<file path="src/rtl/psum_accumulator.sv">
// Streaming signed accumulator: sums acc_len consecutive partial sums into one wide
// result, with a one-entry output register so the next group can accumulate meanwhile.
module psum_accumulator #(
    parameter int unsigned DATA_IN_BITWIDTH = 16,
    parameter int unsigned ACC_BITWIDTH     = 32,
    parameter int unsigned CNT_BITWIDTH     = 8,
    parameter int unsigned SATURATE         = 0
) (
    input  logic                        clk,
    input  logic                        reset_n,
    input  logic [CNT_BITWIDTH-1:0]     acc_len,
    input  logic                        in_valid,
    output logic                        in_ready,
    input  logic [DATA_IN_BITWIDTH-1:0] in_data,
    output logic                        out_valid,
    input  logic                        out_ready,
    output logic [ACC_BITWIDTH-1:0]     out_data,
    output logic                        out_overflow
);

    localparam int unsigned ACC_MSB = ACC_BITWIDTH - 1;
    localparam logic [ACC_BITWIDTH-1:0] ACC_MAX = {1'b0, {ACC_MSB{1'b1}}};
    localparam logic [ACC_BITWIDTH-1:0] ACC_MIN = {1'b1, {ACC_MSB{1'b0}}};

    logic [ACC_BITWIDTH-1:0] acc_q;
    logic [CNT_BITWIDTH-1:0] cnt_q;
    logic [CNT_BITWIDTH-1:0] len_q;
    logic                    ovf_q;

    logic                    first;
    logic [CNT_BITWIDTH-1:0] len_in;
    logic [CNT_BITWIDTH-1:0] len_eff;
    logic                    is_last;
    logic [ACC_BITWIDTH-1:0] op_a;
    logic [ACC_BITWIDTH-1:0] in_ext;
    logic [ACC_BITWIDTH:0]   sum_wide;
    logic                    term_ovf;
    logic [ACC_BITWIDTH-1:0] sum_res;
    logic                    grp_ovf;
    logic                    accept;
    logic                    consume;

    // Group bookkeeping and the one-term adder with overflow detection.
    always_comb begin
        first    = (cnt_q == '0);
        len_in   = (acc_len == '0) ? CNT_BITWIDTH'(1) : acc_len;
        len_eff  = first ? len_in : len_q;
        is_last  = (cnt_q == len_eff - CNT_BITWIDTH'(1));
        op_a     = first ? '0 : acc_q;
        in_ext   = ACC_BITWIDTH'($signed(in_data));
        sum_wide = {op_a[ACC_MSB], op_a} + {in_ext[ACC_MSB], in_ext};
        term_ovf = (op_a[ACC_MSB] == in_ext[ACC_MSB]) &&
                   (sum_wide[ACC_MSB] != op_a[ACC_MSB]);
        sum_res  = sum_wide[ACC_MSB:0];
        if ((SATURATE != 0) && term_ovf) begin
            sum_res = op_a[ACC_MSB] ? ACC_MIN : ACC_MAX;
        end
        grp_ovf  = first ? 1'b0 : ovf_q;
    end

    // Only the last term of a group stalls, and only behind an undrained result.
    assign in_ready = ~is_last | ~out_valid | out_ready;
    assign accept   = in_valid & in_ready;
    assign consume  = out_valid & out_ready;

    always_ff @(posedge clk or negedge reset_n) begin
        if (!reset_n) begin
            acc_q        <= '0;
            cnt_q        <= '0;
            len_q        <= CNT_BITWIDTH'(1);
            ovf_q        <= 1'b0;
            out_valid    <= 1'b0;
            out_data     <= '0;
            out_overflow <= 1'b0;
        end else if (accept && is_last) begin
            // Reload wins over a simultaneous consume, so no bubble between groups.
            out_data     <= sum_res;
            out_overflow <= grp_ovf | term_ovf;
            out_valid    <= 1'b1;
            cnt_q        <= '0;
        end else begin
            if (accept) begin
                acc_q <= sum_res;
                cnt_q <= cnt_q + CNT_BITWIDTH'(1);
                ovf_q <= grp_ovf | term_ovf;
                if (first) begin
                    len_q <= len_eff;
                end
            end
            if (consume) begin
                out_valid <= 1'b0;
            end
        end
    end

endmodule

</file>
<file path="config.mk">
export PLATFORM = sky130hd
export DESIGN_NAME = psum_accumulator
export DESIGN_NICKNAME = d
export VERILOG_FILES = /design/src/rtl/psum_accumulator.sv
export SDC_FILE = /design/constraint.sdc
export NUM_CORES = 1
export LEC_CHECK = 0
export ABC_AREA = 1
export CORE_ASPECT_RATIO = 0.9
export CORE_UTILIZATION = 42
export CTS_BUF_LIST = sky130_fd_sc_hd__clkbuf_4 sky130_fd_sc_hd__clkbuf_8
export DETAILED_ROUTE_END_ITERATION = 8
export PLACE_DENSITY = 0.75
export SLEW_MARGIN = 20
export SYNTH_ARGS = -nofsm -noshare
export SYNTH_HDL_FRONTEND = slang
export SYNTH_SLANG_ARGS = --single-unit
</file>
<file path="constraint.sdc">
create_clock -name clk -period 2.71 [get_ports clk]
set_input_delay 0.542 -clock clk [delete_from_list [all_inputs] [get_ports clk]]
set_output_delay 0.542 -clock clk [all_outputs]
set_load 0.01 [all_outputs]
</file>
==> Word level (Yosys, flattened, before mapping) <==
Cells that the tools add are included.
{ "totals": {"register_bits": 83, "latch_bits": 0, "mem_bits_rw": 0, "rom_bits": 0, "out_inout_bits": 35, "n_memories": 0} }
{ "classes": {"n_addsub": 3, "multipliers": 0, "div": 0, "order_cmp": 0, "n_eq_ne": 3, "shift": 0, "mux": 8, "bitwise": 8, "reduce_logical": 8} }
{ "op_table": {"columns": ["op", "n"], "rows": [
  ["32-bit by 16-bit adder with 32-bit output", 1],
  ["32-bit 2-to-1 mux", 1],
  ["8-bit 2-to-1 mux", 4],
  ["8-bit zero test", 2],
  ["8-bit by 1-bit adder with 8-bit output, second input constant", 1],
  ["8-bit == test", 1],
  ["8-bit by 1-bit subtractor with 8-bit output, second input constant", 1],
  ["2-bit nonzero test", 2],
  ["1-bit 2-to-1 mux", 3],
  ["1-bit NOT", 3],
  ["1-bit bitwise OR", 3],
  ["3-bit AND reduction", 1],
  ["1-bit bitwise AND", 2],
  ["1-bit logical AND", 2],
  ["2-bit AND reduction", 1],
  ["1-bit == test", 1],
  ["1-bit inequality test", 1]
]} }

==> Logic depth before layout (Yosys ltp) <==
Gate-level depths: netlist (run 1).
{ "logic_depth": {"ltp_word": 12, "ltp_mapped": 23, "depth_no_buf": 20} }

==> Worst setup path before layout (run 1) <==
Ideal clock, no wire load.
{ "synth_timing": {"path_type": "reg-to-reg", "start": "register cnt_q[0]", "end": "register out_data[21]", "setup_time_ns": 0.066, "arrival_time_ns": 2.877, "required_time_ns": 2.644, "setup_slack_ns": -0.233, "stages_incl_launch_ff": 19, "period_less_slack_ns": 2.943, "cell_sequence": "dfrtp_1 inv_1 ha_1 nand2_1 nor2_2 buf_4 clkbuf_1 nor2_1 ha_1 nand2_1 nor2_1 inv_1 nor2_1 or3b_2 nand3_1 nand2_1 nand2_1 nand4_1 nand2_1"} }
{ "synth_between": {"elab_chain_len": 9, "elab_cells_between_ends": 11, "classes_between": "2 x add/sub; 1 x eq/ne; 2 x mux; 4 x bitwise; 2 x reduce/logical"} }
{ "synth_rtl": {"columns": ["item", "line_no", "text"], "rows": [
  ["from (decl)", "26", "logic [CNT_BITWIDTH-1:0] cnt_q;"],
  ["from (signal assigned)", "84", "cnt_q <= cnt_q + CNT_BITWIDTH'(1);"],
  ["8-bit zero test", "45", "first = (cnt_q == '0);"],
  ["8-bit 2-to-1 mux", "47", "len_eff = first ? len_in : len_q;"],
  ["8-bit by 1-bit subtractor with 8-bit output", "48", "is_last = (cnt_q == len_eff - CNT_BITWIDTH'(1));"],
  ["8-bit == test", "48", null],
  ["1-bit NOT", "62", "assign in_ready = ~is_last | ~out_valid | out_ready;"],
  ["1-bit bitwise OR (2 in series)", "62", null],
  ["1-bit bitwise AND", "63", "assign accept = in_valid & in_ready;"],
  ["1-bit logical AND", "75", "end else if (accept && is_last) begin"],
  ["to (signal assigned)", "77", "out_data <= sum_res;"],
  ["to (decl)", "17", "output logic [ACC_BITWIDTH-1:0] out_data,"]
]} }
Parallel ways exist; a longest one is shown, timed or not.
A chain may end at the register's enable or synchronous reset.

==> Final worst setup path (run 1) <==
{ "layout_timing": {"start": "register cnt_q[0]", "end": "register acc_q[13]"} }
{ "layout_between": {"elab_chain_len": 11, "elab_cells_between_ends": 13, "classes_between": "2 x add/sub; 1 x eq/ne; 2 x mux; 5 x bitwise; 3 x reduce/logical"} }
{ "layout_rtl": {"columns": ["item", "line_no", "text"], "rows": [
  ["8-bit zero test", "45", null],
  ["8-bit 2-to-1 mux", "47", null],
  ["8-bit by 1-bit subtractor with 8-bit output", "48", null],
  ["8-bit == test", "48", null],
  ["1-bit NOT", "62", null],
  ["1-bit bitwise OR (2 in series)", "62", null],
  ["1-bit bitwise AND", "63", null],
  ["1-bit logical AND", "75", null],
  ["1-bit NOT (no line)", null, null],
  ["2-bit AND reduction (no line)", null, null],
  ["to (signal assigned)", "83", "acc_q <= sum_res;"],
  ["to (decl)", "25", "logic [ACC_BITWIDTH-1:0] acc_q;"]
]} }
Parallel ways exist; a longest one is shown, timed or not.

==> results.txt, run 1 <==
The run finished, with violations left. The final reports fail on setup timing. The number of pins with negative max-slew slack in the final report came to 0. The number of failing setup endpoints in the final timing report came out at between 70 and 80. The initial cell density of the core is around 43%.

The pin count of the biggest net entering global routing came out at 45. Counting tap cells, the placed design contains a total of 1,265 instances. After clock tree synthesis, the clock-pin slew on the worst setup and hold paths is about 0.090 ns. The synthesis-to-layout area growth is 67.7%. The register area share after synthesis is 34.3%. The clock tree from TritonCTS is yes. The leakage component of the power is between 4 and 5 nW. The portion of synthesized cell area occupied by the leading cell type came out at roughly 34%.

The transition time at the pin with the least slew margin came out at 0.643 ns. The die covers 14,900 um2. The first-pass GRT wire length is 30,600 um. In this run the mean area of a mapped cell was ~7 um2. For the final database, setup skew stands at around 0.016 ns. After the last flow step, the layout net total stands at 1,200. Routability-driven placement finished with a final weighted congestion of roughly 1. The sequential cell area came out at 2080 um2. The number of buffers added to fix hold violations after cts is 0. The number of top-level pins is 63. The reg-to-reg endpoint is acc_q[13]. The share of synthesized flip-flops with an asynchronous set or reset came out at 100%. The fraction of synthesized area in multiplexers came out at 0%.

The ratio of total power to cell area came out at around 1500 nW/um2. The worst setup path is captured at a flop. The fraction of layout cells with a size suffix above 1 came out at 40.8%. The area occupied by multi-input gates came out at 4660 um2. The worst pin sits at a relative slew slack of 57.0%. The largest buffer count on any clock path is 2.

The number of antenna diodes came out at 0. The detailed router placed roughly 7.5k vias in this run. The count of input and output buffers came out at 62. The synthesized net count came out at 944.

STA puts the critical path data arrival time at 3.46 ns. The register-to-register setup slack came out at -0.44 ns. The initial antenna violation count is 0.

The number of nets with antenna violations after routing is 0. In this run the worst hold path is classified as input port to asynchronous set/reset pin. The number of DRC markers in iteration 0 came out at 663. In this run the critical register-to-register path is launched from cnt_q[0].

The number of instances in the synthesized netlist came out at 881. The critical path required time came out at 3.02 ns. The highest metal layer with signal wires is met4.

The dominant synthesized flop cell is sky130_fd_sc_hd__dfrtp_1. The cell area that synthesis handed to floorplanning was 6060 um2. The largest driver fanout on the critical path came out at 7. The number of enable-type register cells in the synthesized netlist came out at 0. The overflow left after global routing came out at 0. Sorting the synthesized cells by how often they occur yields 272 x sky130_fd_sc_hd__nand2_1, 94 x sky130_fd_sc_hd__inv_1, 94 x sky130_fd_sc_hd__nor2_1. Yosys attributes the largest share of cell area to sky130_fd_sc_hd__dfrtp_1 34%, sky130_fd_sc_hd__nand2_1 17%, sky130_fd_sc_hd__ha_1 7.0%, sky130_fd_sc_hd__inv_1 5.8%, sky130_fd_sc_hd__nor2_1 5.8%. The filler cells instantiated in the layout total 939.

The first-pass iteration count of the detailed router is 8. The H-tree was split into 3 levels. The share of the core filled with cells in the final layout is 72.3%. The die extent in y came out at between 100 and 150 um. The HPWL after detailed placement is 13,400 um. The critical path in this run is classified as flop to flop. The number of standard-cell rows in the floorplan came out at 41.

Global routing used roughly a quarter of the available tracks. The tree is rooted in a sky130_fd_sc_hd__clkbuf_8. Setup repair after global routing could not meet its margin everywhere. Counting the buffers created by CTS gives 9. The flop and latch count out of synthesis came out at 83. The area fraction in compound gates after synthesis is 12.2%. The clock reaches the later pin of the worst-skew pair after 0.40 ns. In the routed design, unresolved DRC markers number 0. The maximum achievable frequency came out at approximately 0.32 GHz. By area, the combinational part of the netlist is dominated by simple AND/OR/NAND/NOR gates. The largest vdd supply drop came out at 0.819 mV.

The max-capacitance violation count is 0. The biggest area consumer among synthesized cells is sky130_fd_sc_hd__dfrtp_1. The depth of the most critical reg-to-reg path came out at 20. The core area came out at 14,100 um2.

The detailed-routed wire length on met2 is 12,100 um. The die boundary width came out at about 130 um. The number of warning messages in the yosys log came out at 0.

The parity-gate share of the synthesized area counting xor and xnor cells came out at 4.48%. The number of global-route vias before repair is 6,499. The simple-gate share of the synthesized area came out at 32.6%.

The via-per-instance ratio is 5.65. The final critical-path setup slack came out at -0.443 ns. The final routed wirelength across all metal layers came out at between 20,000 and 25,000 um. The share of the clock period used by the worst path is 116%.

The library cell with the highest instance count after synthesis is sky130_fd_sc_hd__nand2_1. For this design, the sink count on the clock tree is just over 80. The finished layout holds around 1.3k standard cells, fillers aside.

STA classifies the critical path startpoint as a flop. In the final routing, the length of wire on met1 measures 9220 um. The detailed route wirelength on metal3 came out at 1920 um. The total count of hold-check failures in the final report is 0.

The average wire length per cell after detail routing came out at 18.6 um. The adder-cell area share of the yosys netlist is 7.35%. The count of unique library cells instantiated by Yosys came out at 39. The time the worst path needs with I/O delays and setup came out at 3.15 ns.
-- layout by cell type, fill, tap and decap left out, drive strengths merged, types with 6 or more instances in the layout --
cell type	n
dlymetal6s2s	6
dfrtp	82
clkbuf	14
clkdlybuf4s50	54
xnor2	7
o21ai	68
nand2	279
buf	210
inv	103
ha	34
nand3	46
nand4	39
nor2	99
a21oi	39
xor2	24
-- worst max-delay path by stage --
stage                    to       start  cells past startpoint  slack [ns]
2_1_floorplan  out_data[21]    cnt_q[0]                     18      0.0009
3_3_place_gp       in_ready  acc_len[4]                     13       -0.68
3_5_place_dp       in_ready  acc_len[4]                     13       -0.71
4_1_cts            in_ready    cnt_q[0]                     15       -0.36
5_1_grt        out_data[28]    cnt_q[0]                     21       -0.56
6_report          acc_q[13]    cnt_q[0]                     20       -0.44
-- repair_timing --
| item | in CTS | in global routing |
|---|---|---|
| pin swaps | 23 | 100 |
| resized for setup | 89 | 237 |
| setup buffers | 16 | 33 |
| gates cloned | 2 | 6 |
| setup endpoints to repair | 84 | 84 |
-- power breakdown --
part / total, W / switching (W) / internal, W
registers: 0.00196 / 0.000242 / 0.00172
logic: 0.0119 / 0.00655 / 0.00532
clock network: 0.00100 / 0.000538 / 0.000463
-- area by class of cell --
| type | instances | area share, % |
|---|---|---|
| clock buffers | 10 | 1.35 |
| clock inverters | 6 | 0.701 |
| inverters | 101 | 3.83 |
| multi-input cells | 667 | 45.8 |
| flip-flops and latches | 83 | 20.4 |
| well taps | 193 | 2.37 |
| repair buffers | 275 | 25.5 |
-- cells by family (layout without fill, tap and decap cells) --
| family | count (synthesis) | in the layout |
|---|---|---|
| adders and majority gates | 35 | 35 |
| DFF | 83 | 83 |
| xor gates and xnor gates | 31 | 31 |
| and+or+nand+nor | 469 | 469 |
| buffers and inverters | 131 | 392 |
| AOI/OAI and AO/OA | 132 | 132 |
-- stage by stage --
step | TNS, ns | total power [W] | area, um2 | hold WS, ns | worst slack, ns
after floorplan | 0 | 0.00648 | 6130 | 0.246 | 0.000946
after global placement | -27.51 | 0.00963 | 8100 | 0.456 | -0.676
after detailed placement | -32.08 | 0.00978 | 8100 | 0.458 | -0.708
after CTS | -10.41 | 0.0116 | 8850 | 0.165 | -0.359
after global routing | -26.10 | 0.0156 | 10200 | 0.186 | -0.559
final | -16.31 | 0.0148 | 10200 | 0.142 | -0.443
-- worst max-delay path, stage by stage, from the launching register on --
cell and delay [ns]:
sky130_fd_sc_hd__dfrtp_1 0.40, sky130_fd_sc_hd__inv_2 0.08, sky130_fd_sc_hd__ha_4 0.15, sky130_fd_sc_hd__nand2_2 0.07, sky130_fd_sc_hd__nor2_4 0.10, sky130_fd_sc_hd__buf_12 0.14, sky130_fd_sc_hd__buf_12 0.14, sky130_fd_sc_hd__clkbuf_16 0.15
sky130_fd_sc_hd__buf_6 0.10, sky130_fd_sc_hd__nor2_4 0.03, sky130_fd_sc_hd__ha_4 0.27, sky130_fd_sc_hd__a21oi_4 0.19, sky130_fd_sc_hd__buf_6 0.12, sky130_fd_sc_hd__nand2_2 0.06, sky130_fd_sc_hd__a21oi_2 0.19, sky130_fd_sc_hd__o21ai_2 0.10
sky130_fd_sc_hd__buf_4 0.15, sky130_fd_sc_hd__buf_6 0.12, sky130_fd_sc_hd__xor2_4 0.24, sky130_fd_sc_hd__nand2_1 0.11, sky130_fd_sc_hd__o21ai_1 0.12
-- flip-flops by register name, summed over array words and instances, names as in the netlist --
register,flops
out_overflow,1
cnt_q,8
acc_q,32
out_data,32
out_valid,1
ovf_q,1
len_q,8
-- per-layer routing --
layer  GRT usage [%]  vias to the layer above
li1                -                     3370
met1            33.9                     3560
met2            45.1                      444
met3            4.80                      164
met4            7.29                        0
met5               0                        -
Power figures use the tool's default switching activity.
==> inputs of run 2 (changes only) <==
- CORE_MARGIN: default -> 3
==> results.txt, run 2 (synthesis results as in run 1) <==
Result of the run: finished with violations (unchanged). Violated checks: setup timing (unchanged). The half-perimeter wire length of the detailed placement result is 13,500 um (was 13,400 um). The count of input and output buffers came out at 62 (unchanged). The initial antenna violation count is 0 (unchanged). The path type of the worst setup path is flop to flop (unchanged). The number of standard-cell rows in the floorplan is 41 (unchanged). The clock sink total came to 83 (unchanged).

The largest driver fanout on the critical path is 7 (unchanged). The leakage component of the power is 4.83 nW (was 4.97 nW). The level count of the clock H-tree was 3 (unchanged). The die boundary width is 133 um (was 129 um). The most frequent standard cell in the layout excluding fill and tap cells is sky130_fd_sc_hd__nand2_1 (unchanged).

The largest buffer count on any clock path came out at 2 (unchanged). The pin count of the biggest net entering global routing is 84 (was 45). The fraction of layout cells with a size suffix above 1 is 40.4% (was 40.8%).

The worst hold margin came out at 0.156 ns (was 0.142 ns). The first-pass iteration count of the detailed router is 7 (was 8). The category of the worst setup path capture point is a flop (unchanged). The ratio of total power to cell area came out at 1440 nW/um2 (was 1460 nW/um2).

The number of fill cells is 974 (was 939). The transition time at the pin with the least slew margin came out at 0.582 ns (was 0.643 ns). The normalized max-slew margin came out at 61.1% (was 57.0%). The total track usage came out at 26.6% (was 26.2%). The number of nets with antenna violations after routing came out at 0 (unchanged). The time the worst path needs with I/O delays and setup is 3.09 ns (was 3.15 ns). The via-per-instance ratio is 5.66 (was 5.65).

The number of design rule violations left after detail routing came out at 0 (unchanged). The number of buffers added to fix hold violations after cts came out at 0 (unchanged). The setup slack at placement came out at -0.665 ns (was -0.708 ns). The number of failing setup endpoints in the final timing report came out at 82 (was 78).

The total clock buffers created by CTS is 9 (unchanged). The total count of hold-check failures in the final report came to 0 (unchanged). The net total in the final layout is 1,194 (was 1,200). The core area was 14,100 um2 (unchanged). The later-pin clock latency in the skew report is 0.39 ns (was 0.40 ns). The final routed wirelength across all metal layers is 25,100 um (was 24,900 um). Top Registers: acc_q x32, out_data x32 (unchanged). The sequential cell area is 2080 um2 (about the same). The number of top-level pins was 63 (unchanged).

The number of pins with negative max-slew slack in the final report came to 0 (unchanged). The die extent in y was 120 um (was 116 um). The clock-pin slew of the registers on the worst-case setup and hold paths came out at 0.10 ns (was 0.09 ns). The worst min-delay path class is input port to asynchronous set/reset pin (unchanged). The critical path required time was 2.99 ns (was 3.02 ns). The clock tree from TritonCTS is yes (unchanged). The final critical-path setup slack is -0.376 ns (was -0.443 ns).

Leading cell types in the layout, fill and taps excluded: 212 x sky130_fd_sc_hd__nand2_1, 171 x sky130_fd_sc_hd__buf_4, 85 x sky130_fd_sc_hd__inv_1 (was 223 x sky130_fd_sc_hd__nand2_1, 173 x sky130_fd_sc_hd__buf_4, 85 x sky130_fd_sc_hd__inv_1). The cell at the root of the clock tree is sky130_fd_sc_hd__clkbuf_8 (unchanged). The number of antenna diodes came out at 0 (unchanged). The area occupied by multi-input gates came out at 4480 um2 (was 4660 um2). Setup repair after global routing missed its margin: yes (unchanged). The maximum achievable frequency is 0.324 GHz (was 0.317 GHz). The worst endpoint data arrival time came to 3.37 ns (was 3.46 ns). The weighted congestion at the end of routability-driven global placement came out at 0.956 (was 0.997). The average wire length per cell after detail routing came out at 18.9 um (was 18.6 um). The die footprint came out at 15,900 um2 (was 14,900 um2). The synthesis-to-layout area growth came out at 64.5% (was 67.7%). The via count was 7,524 (was 7,538). The depth of the most critical reg-to-reg path was 20 (unchanged). The max-capacitance violation count came out at 0 (unchanged). The overflow left after global routing is 0 (unchanged). The final worst clock skew came to 0.0136 ns (was 0.0162 ns). The type of element launching the critical path is a flop (unchanged). The largest vdd supply drop was 0.809 mV (was 0.819 mV). The first-pass GRT wire length is 34,100 um (was 30,600 um). The share of the clock period used by the worst path is 114% (was 116%). The number of global-route vias before repair was 6,892 (was 6,499).

The number of DRC markers in iteration 0 is 774 (was 663). The initial cell density of the core is 43.1% (unchanged).
## run 2: final timing paths
check                            start      endpoint  slack (ns)
max                           cnt_q[0]  out_data[30]       -0.38
min in group clk           out_data[0]   out_data[0]        0.48
max in group asynchronous      reset_n      cnt_q[5]        2.16
min                            reset_n      len_q[3]        0.16
max reg2reg                   cnt_q[0]  out_data[30]       -0.38
min reg2reg                out_data[0]   out_data[0]        0.48
## run 2: worst max-delay path: stages (launching register included)
cell                      delay [ns]
sky130_fd_sc_hd__dfrtp_1        0.40
sky130_fd_sc_hd__inv_2          0.08
sky130_fd_sc_hd__ha_4           0.15
sky130_fd_sc_hd__nand2_2        0.07
sky130_fd_sc_hd__nor2_4         0.17
sky130_fd_sc_hd__buf_6          0.17
sky130_fd_sc_hd__buf_12         0.12
sky130_fd_sc_hd__buf_16         0.12
sky130_fd_sc_hd__nor2_1         0.06
sky130_fd_sc_hd__ha_1           0.32
sky130_fd_sc_hd__buf_6          0.15
sky130_fd_sc_hd__a21oi_4        0.17
sky130_fd_sc_hd__nor2_1         0.07
sky130_fd_sc_hd__nor2_1         0.22
sky130_fd_sc_hd__nand2_1        0.16
sky130_fd_sc_hd__a21oi_2        0.19
sky130_fd_sc_hd__nand2_1        0.07
sky130_fd_sc_hd__nand2_1        0.07
sky130_fd_sc_hd__nand2_2        0.06
sky130_fd_sc_hd__nand4_1        0.09
sky130_fd_sc_hd__nand2_1        0.07
## run 2: area by class of cell
cell class,count,share of cell area [%]
Timing Repair Buffer,269,25.9
Clock inverter,7,0.765
Tap cell,193,2.42
Clock buffer,9,1.24
Inverter,101,3.90
Sequential cell,83,20.8
Multi-Input combinational cell,667,44.9
## run 2: what timing repair did
item,CTS,global route
pin swaps,48,92
buffers inserted,25,14
endpoints found under the hold margin,0,0
cloned,10,0
setup endpoints to repair,80,84
resized for setup,143,149
## run 2: power breakdown
part,leakage (nW),internal (W),switching [W]
Sequential,1.07,0.00172,0.000281
Combinational,3.66,0.00511,0.00628
Clock,0.103,0.000368,0.000562
## run 2: routing by layer
metal	GRT usage [%]	routed length, um	vias up
li1	-	-	3364
met1	33.6	9300	3526
met2	44.4	11900	479
met3	6.33	2120	155
met4	10.3	1750	0
met5	0	0	-
## run 2: per-stage QoR
step / power [W] / util (%) / std cells / setup TNS (ns) / area (um2)
final: 0.0143 / 71.0 / 1329 / -14.25 / 9980
after global routing: 0.0151 / 71.0 / 1329 / -26.11 / 9980
after CTS: 0.0122 / 66.1 / 1318 / -14.05 / 9300
after detailed placement: 0.00992 / 57.7 / 1268 / -29.97 / 8110
after global placement: 0.00978 / 57.7 / 1268 / -27.02 / 8110
after floorplan: 0.00648 / - / 881 / 0 / 6130
